===== config.mk =====
export PLATFORM = sky130hd
export DESIGN_NAME = br_predictor_flat
export DESIGN_NICKNAME = d
export VERILOG_FILES = /design/src/rtl/lc3b_types.sv /design/src/rtl/br_predictor_if.sv /design/src/rtl/sat_ctr2.sv /design/src/rtl/br_predictor.sv /design/src/flat_wrapper.sv
export SDC_FILE = /design/constraint.sdc
export NUM_CORES = 2
export LEC_CHECK = 0
export ABC_AREA = 1
export CORE_MARGIN = 5
export CORE_UTILIZATION = 35
export CTS_CLUSTER_DIAMETER = 30
export DETAILED_ROUTE_END_ITERATION = 10
export SLEW_MARGIN = 20
export SYNTH_ARGS = -nofsm -noshare
export SYNTH_HDL_FRONTEND = slang
export SYNTH_HIERARCHICAL = 1
export SYNTH_SLANG_ARGS = --single-unit
export TNS_END_PERCENT = 1

===== constraint.sdc =====
create_clock -name clk -period 104.6 [get_ports clk]
set_input_delay 10.46 -clock clk [delete_from_list [all_inputs] [get_ports clk]]
set_output_delay 10.46 -clock clk [all_outputs]
set_load 0.005 [all_outputs]

===== src/rtl/lc3b_types.sv =====
// Shared LC-3b types for the branch predictor.
//   lc3b_word   : 16-bit machine word (PC, instruction, target)
//   lc3b_ctr2   : 2-bit saturating counter state
//   OP_BR       : BR opcode in ir[15:12]
//   br_target() : PC-relative branch target, pc + 2 + (sext(off9) << 1)
package lc3b_types;

  typedef logic [15:0] lc3b_word;
  typedef logic [1:0]  lc3b_ctr2;
  typedef logic [3:0]  lc3b_opcode;

  localparam lc3b_opcode OP_BR       = 4'b0000;
  // Reset value of every counter: weakly not-taken / weakly local.
  localparam lc3b_ctr2   CTR_WEAK_LO = 2'b01;

  // The addition wraps modulo 2^16.
  function automatic lc3b_word br_target(input lc3b_word pc, input logic [8:0] off9);
    lc3b_word offset;
    offset = {{6{off9[8]}}, off9, 1'b0};
    return pc + 16'd2 + offset;
  endfunction

endpackage


===== src/rtl/br_predictor_if.sv =====
// Fetch/resolve interface of the tournament branch predictor.
//   Lookup side : pc, ir in; br_pr, target, pred, local_index, global_index out.
//   Update side : upd_valid, upd_taken, upd_pred, upd_local_index,
//                 upd_global_index in (values carried down the pipe).
// master = pipeline driving the predictor, slave = the predictor itself.
interface br_predictor_if #(
  parameter int LS = 8,
  parameter int GS = 6
);
  import lc3b_types::*;

  lc3b_word          pc;
  lc3b_word          ir;
  logic              br_pr;
  lc3b_word          target;
  logic [1:0]        pred;
  logic [LS-1:0]     local_index;
  logic [GS-1:0]     global_index;

  logic              upd_valid;
  logic              upd_taken;
  logic [1:0]        upd_pred;
  logic [LS-1:0]     upd_local_index;
  logic [GS-1:0]     upd_global_index;

  modport master (
    output pc, ir, upd_valid, upd_taken, upd_pred, upd_local_index, upd_global_index,
    input  br_pr, target, pred, local_index, global_index
  );

  modport slave (
    input  pc, ir, upd_valid, upd_taken, upd_pred, upd_local_index, upd_global_index,
    output br_pr, target, pred, local_index, global_index
  );

endinterface


===== src/rtl/sat_ctr2.sv =====
// 2-bit saturating up/down counter, next-state only (no storage).
//   ctr      : current counter value
//   inc      : 1 = count up (saturate at 11), 0 = count down (saturate at 00)
//   ctr_next : next counter value
module sat_ctr2
  import lc3b_types::*;
(
  input  lc3b_ctr2 ctr,
  input  logic     inc,
  output lc3b_ctr2 ctr_next
);

  always_comb begin
    ctr_next = ctr;
    if (inc) begin
      if (ctr != 2'b11) ctr_next = ctr + 2'b01;
    end else begin
      if (ctr != 2'b00) ctr_next = ctr - 2'b01;
    end
  end

endmodule


===== src/rtl/br_predictor.sv =====
// Tournament branch predictor for the LC-3b fetch stage.
//   clk, reset : single clock, asynchronous active-high reset
//   bus        : br_predictor_if slave port (lookup + resolve/update)
// Lookup is purely combinational from pc/ir and the current table state.
// A local table (indexed by pc), a gshare-style global table (ghr ^ pc) and
// a chooser (indexed like the local table) are updated at branch resolution
// from the indices and predictions carried down the pipe.
module br_predictor
  import lc3b_types::*;
#(
  parameter int LS = 8,
  parameter int GS = 6
) (
  input  logic            clk,
  input  logic            reset,
  br_predictor_if.slave   bus
);

  localparam int LN = 1 << LS;
  localparam int GN = 1 << GS;

  lc3b_ctr2        local_q   [LN];
  lc3b_ctr2        global_q  [GN];
  lc3b_ctr2        chooser_q [LN];
  logic [GS-1:0]   ghr_q;
  logic [GS-1:0]   ghr_d;

  // ---------------------------------------------------------------- lookup
  logic            is_br;
  logic [LS-1:0]   lk_local_index;
  logic [GS-1:0]   lk_global_index;
  logic [1:0]      lk_pred;
  logic            use_global;
  logic            lk_br_pr;

  always_comb begin
    is_br           = (bus.ir[15:12] == OP_BR) && (bus.ir[11:9] != 3'b000);
    lk_local_index  = bus.pc[LS:1];
    lk_global_index = ghr_q ^ bus.pc[GS:1];
    lk_pred         = {local_q[lk_local_index][1], global_q[lk_global_index][1]};
    use_global      = chooser_q[lk_local_index][1];
    lk_br_pr        = is_br & (use_global ? lk_pred[0] : lk_pred[1]);
  end

  assign bus.br_pr        = lk_br_pr;
  assign bus.pred         = lk_pred;
  assign bus.local_index  = lk_local_index;
  assign bus.global_index = lk_global_index;
  assign bus.target       = br_target(bus.pc, bus.ir[8:0]);

  // ---------------------------------------------------------------- update
  lc3b_ctr2 local_cur,   local_d;
  lc3b_ctr2 global_cur,  global_d;
  lc3b_ctr2 chooser_cur, chooser_nxt, chooser_d;
  logic     chooser_inc;

  assign local_cur   = local_q[bus.upd_local_index];
  assign global_cur  = global_q[bus.upd_global_index];
  assign chooser_cur = chooser_q[bus.upd_local_index];

  // Chooser moves toward global when the global component was the one right.
  assign chooser_inc = (bus.upd_pred[0] == bus.upd_taken);

  sat_ctr2 u_local_ctr (
    .ctr      (local_cur),
    .inc      (bus.upd_taken),
    .ctr_next (local_d)
  );

  sat_ctr2 u_global_ctr (
    .ctr      (global_cur),
    .inc      (bus.upd_taken),
    .ctr_next (global_d)
  );

  sat_ctr2 u_chooser_ctr (
    .ctr      (chooser_cur),
    .inc      (chooser_inc),
    .ctr_next (chooser_nxt)
  );

  always_comb begin
    // Chooser only learns when the two components disagreed.
    chooser_d = (bus.upd_pred[1] ^ bus.upd_pred[0]) ? chooser_nxt : chooser_cur;
    ghr_d     = bus.upd_valid ? {ghr_q[GS-2:0], bus.upd_taken} : ghr_q;
  end

  // NOTE: the tables are reset entry-by-entry because the predictor must
  // come out of reset in a known weakly-biased state; this rules out a
  // RAM macro, which is acceptable at these table sizes.
  always_ff @(posedge clk or posedge reset) begin
    if (reset) begin
      for (int i = 0; i < LN; i++) begin
        local_q[i]   <= CTR_WEAK_LO;
        chooser_q[i] <= CTR_WEAK_LO;
      end
      for (int i = 0; i < GN; i++) begin
        global_q[i]  <= CTR_WEAK_LO;
      end
      ghr_q <= '0;
    end else begin
      ghr_q <= ghr_d;
      if (bus.upd_valid) begin
        local_q[bus.upd_local_index]   <= local_d;
        global_q[bus.upd_global_index] <= global_d;
        chooser_q[bus.upd_local_index] <= chooser_d;
      end
    end
  end

endmodule


===== src/flat_wrapper.sv =====
// flat-port wrapper written by rule: the top's interface ports become plain ports
module br_predictor_flat import lc3b_types::*;
#(
  parameter int LS = 8,
  parameter int GS = 6
)
  (clk, reset, bus_pc, bus_ir, bus_upd_valid, bus_upd_taken, bus_upd_pred, bus_upd_local_index, bus_upd_global_index, bus_br_pr, bus_target, bus_pred, bus_local_index, bus_global_index);
  br_predictor_if #(.LS(LS), .GS(GS)) bus_i ();
  input  logic clk;
  input  logic reset;
  input wire logic [$bits(bus_i.pc)-1:0] bus_pc;
  input wire logic [$bits(bus_i.ir)-1:0] bus_ir;
  input wire logic [$bits(bus_i.upd_valid)-1:0] bus_upd_valid;
  input wire logic [$bits(bus_i.upd_taken)-1:0] bus_upd_taken;
  input wire logic [$bits(bus_i.upd_pred)-1:0] bus_upd_pred;
  input wire logic [$bits(bus_i.upd_local_index)-1:0] bus_upd_local_index;
  input wire logic [$bits(bus_i.upd_global_index)-1:0] bus_upd_global_index;
  output wire logic [$bits(bus_i.br_pr)-1:0] bus_br_pr;
  output wire logic [$bits(bus_i.target)-1:0] bus_target;
  output wire logic [$bits(bus_i.pred)-1:0] bus_pred;
  output wire logic [$bits(bus_i.local_index)-1:0] bus_local_index;
  output wire logic [$bits(bus_i.global_index)-1:0] bus_global_index;
  assign bus_i.pc = bus_pc;
  assign bus_i.ir = bus_ir;
  assign bus_i.upd_valid = bus_upd_valid;
  assign bus_i.upd_taken = bus_upd_taken;
  assign bus_i.upd_pred = bus_upd_pred;
  assign bus_i.upd_local_index = bus_upd_local_index;
  assign bus_i.upd_global_index = bus_upd_global_index;
  assign bus_br_pr = bus_i.br_pr;
  assign bus_target = bus_i.target;
  assign bus_pred = bus_i.pred;
  assign bus_local_index = bus_i.local_index;
  assign bus_global_index = bus_i.global_index;
  br_predictor #(.LS(LS), .GS(GS)) u_core (.clk(clk), .reset(reset), .bus(bus_i));
endmodule

==> run metrics <==
final period utilization 0.245; Setup crit start bus_pc[1]; FMAX 38.9 MHz; DP Wirelength about 150 mm; crit path to bus_br_pr; first-pass GRT wire length 385 mm; RD Place Congestion 0.914; layout cell share with drive strength beyond 1 0.147; global route hottest layer met2; Crit path depth 17; global route overflow 0; Final WS setup slightly below 80 ns; pwr/cell area 20.8 nW/um2; Post-CTS Setup Inserts 0; drc violations 0; vias in the first global route around 60000; Syn Nets around 8500; GRT met3 Usage 0.0715; Post-Synthesis Cells 8415; GRT Overall Usage 0.269; full die area about 190000 um2; Top delay family on crit path buffers and inverters; Post-synth ARST share 1.00; FF-to-FF path depth 12; final wirelength roughly 260 mm; critical path capture point type primary output; Netlist cell types 42; Max Slew Vio Count 0; final layout net count 8477; Die Y 431 um; status completed; final clock skew 0.0570 ns; # hold bufs at CTS 0; WP data required 94.14 ns; min Tclk post-route 25.67 ns; area of the multi-input gates 28400 um2; DR pass1 iterations 7; via total after detailed routing approximately 62000; Synth Cell Area 62000 um2; Post-synth EDFFs 0; clk slew on worst S/H paths 0.05 ns; CP max FO 102; Reg area 29700 um2; clock buffer depth 4; CTS tree done; WS Path Type in -> out; floorplan row count 154; startpoint types input port; Design Power 1550 uW; TNS Setup 0 ns; final setup vio count 0; Top Ports between 80 and 90; FILL cells approximately 17000; sequential fraction of the synthesis area 0.479; Fin. Hold Viols 0; post-route ant nets 0; hold crit path type reg -> reg; Chip Width 431 um; reg2reg setup slack approximately 100 ns; worst r2r dst u_core/local_q[111]$_DFFE_PP0P_; CP dominant cell by count nand3_1; cts bufs inserted 287; RSZ-0062 raised after global routing no; met2 Usage GRT 0.396; Critical-path top delay cell buf_4; Top FF cell, synth dfrtp_1; commonest non-fill, non-tap cell in the layout nand2_1; H-tree depth reported by CTS 5; clk_lat worst skew just over 0.9 ns; wire per inst between 20 and 25 um; core region area 176000 um2; Slew @ Worst Pin 1.26 ns; Worst EP arrival roughly 15 ns; synthesis-stage register bit count 1158; P_leak roughly 0.032 uW; pin count of the biggest net entering global routing between 150 and 200; WP buf/inv 5; initial antenna violation count 3; Max Cap Violations 0; clk sinks 1158; most frequent cells in the layout nand2_1 (3380), nand3_1 (1061), o21ai_0 (698); Mean Syn Cell Area 7.36 um2; post-cts resize count 0; clock tree root buffer cell clkbuf_16; GRT met1 Usage 0.357; vias per inst 5.70; VDD IR-drop max ~18 uV; initial detailed-routing violation count 8084; Ys Warns 6; Post-Place Worst Slack 78.90 ns; slowest stage delay, CP 0.73 ns; Worst slew margin 0.154; area delta synth->final 20.4%; Worst R2R Start u_core/local_q[471]$_DFFE_PP0P_; initial core utilization 0.352; CP Cell Sequence buf_8 > inv_8 > buf_4 > buf_4 > nand2_1 > nand3_1 > nand3_1 > nand3_1 > nand3_1 > nand2_1 > nand2_1 > nand3_1 > nand3_1 > nand2_1 > nor2_1 > nor2_1 > clkdlybuf4s50_1; Buffers on Ports 82
## cells by family (layout without fill, tap and decap cells)
| family | after synthesis | in the layout | share of synthesized area |
|---|---|---|---|
| AND/OR/NAND/NOR | 4989 | 4989 | 0.333 |
| AO/OA/AOI/OAI | 1241 | 1241 | 0.115 |
| flip-flops | 1158 | 1158 | 0.479 |
| buffers and inverters | 978 | 1177 | 0.0640 |
| adder cells (fa/ha/maj) | 28 | 28 | 0.00578 |
| XOR/XNOR | 21 | 21 | 0.00297 |
| other | 0 | 1 | 0 |
## cell type report
cell class                 count  share of cell area
antenna                        1           0.0000335
multi-input combinational   6279               0.380
timing repair buffer         221              0.0258
sequential                  1158               0.398
clock buffer                 372               0.108
inverter                     450              0.0233
clock inverter               134              0.0249
tap                         2340              0.0393
## metrics by stage
| step | hold slack [ns] | area, um2 | util | std cells |
|---|---|---|---|---|
| 2_1_floorplan | 0.448 | 62000 | - | 8415 |
| 3_3_place_gp | 0.453 | 64600 | 0.367 | 10400 |
| 3_5_place_dp | 0.456 | 64600 | 0.367 | 10400 |
| 4_1_cts | 0.465 | 74600 | 0.423 | 11000 |
| 5_1_grt | 0.471 | 74600 | 0.424 | 11000 |
| 6_report | 0.466 | 74600 | 0.424 | 11000 |
## registers in the layout (all words and copies together) (netlist names)
name	count
u_core/global_q	128
u_core/chooser_q	512
u_core/local_q	512
u_core/ghr_q	6
## worst min-delay path by stage
| stage | start | endpoint | slack [ns] | cells after the start |
|---|---|---|---|---|
| after floorplan | u_core/chooser_q[344]$_DFFE_PP1P_ | u_core/chooser_q[344]$_DFFE_PP1P_ | 0.45 | 2 |
| after global placement | u_core/chooser_q[378]$_DFFE_PP1P_ | u_core/chooser_q[378]$_DFFE_PP1P_ | 0.45 | 2 |
| after detailed placement | u_core/chooser_q[486]$_DFFE_PP1P_ | u_core/chooser_q[486]$_DFFE_PP1P_ | 0.46 | 2 |
| after CTS | u_core/chooser_q[486]$_DFFE_PP1P_ | u_core/chooser_q[486]$_DFFE_PP1P_ | 0.46 | 2 |
| after global routing | u_core/chooser_q[166]$_DFFE_PP1P_ | u_core/chooser_q[166]$_DFFE_PP1P_ | 0.47 | 2 |
| final | u_core/chooser_q[402]$_DFFE_PP1P_ | u_core/chooser_q[402]$_DFFE_PP1P_ | 0.47 | 2 |
## Yosys cell counts (all sizes together) (2+ instances only)
cell type,instances,area (um2)
o2111ai,3,26.3
xor2,11,96.3
a221oi,12,105
clkbuf,321,1200
a21oi,145,726
ha,27,338
buf,207,1070
a211oi,2,15.0
nand2,3383,12700
o2bb2ai,3,26.3
a21o,4,30.0
o221ai,14,123
clkinv,13,48.8
nor4,2,12.5
a22o,2,17.5
o21ai,744,3720
dfrtp,582,14600
or2,29,181
o211ai,20,150
dfstp,576,15100
nand4,90,563
o31ai,2,15.0
o22ai,11,68.8
a22oi,276,2070
nand3,1062,5320
nor3,176,881
inv,437,1640
xnor2,10,87.6
nor2,247,972
## metal layers
layer	wire, um	share of wire	vias to the layer above
met5	17	0.000066	-
met1	102000	0.40	30000
li1	-	-	27800
met4	16900	0.065	2
met2	109000	0.42	3931
met3	30000	0.12	815
## worst min-delay path, stage by stage, from the launching register on
cell	delay (ns)
dfstp_2	0.36
nand2_1	0.05
nand2_1	0.05
## power breakdown
group          leakage (uW)  switching, uW  total [uW]  internal, uW
Combinational        0.0130            104         137          33.0
Sequential           0.0140           14.2         495           481
Clock               0.00482            280         921           641
Note: power is estimated with default switching activity, not from simulation.
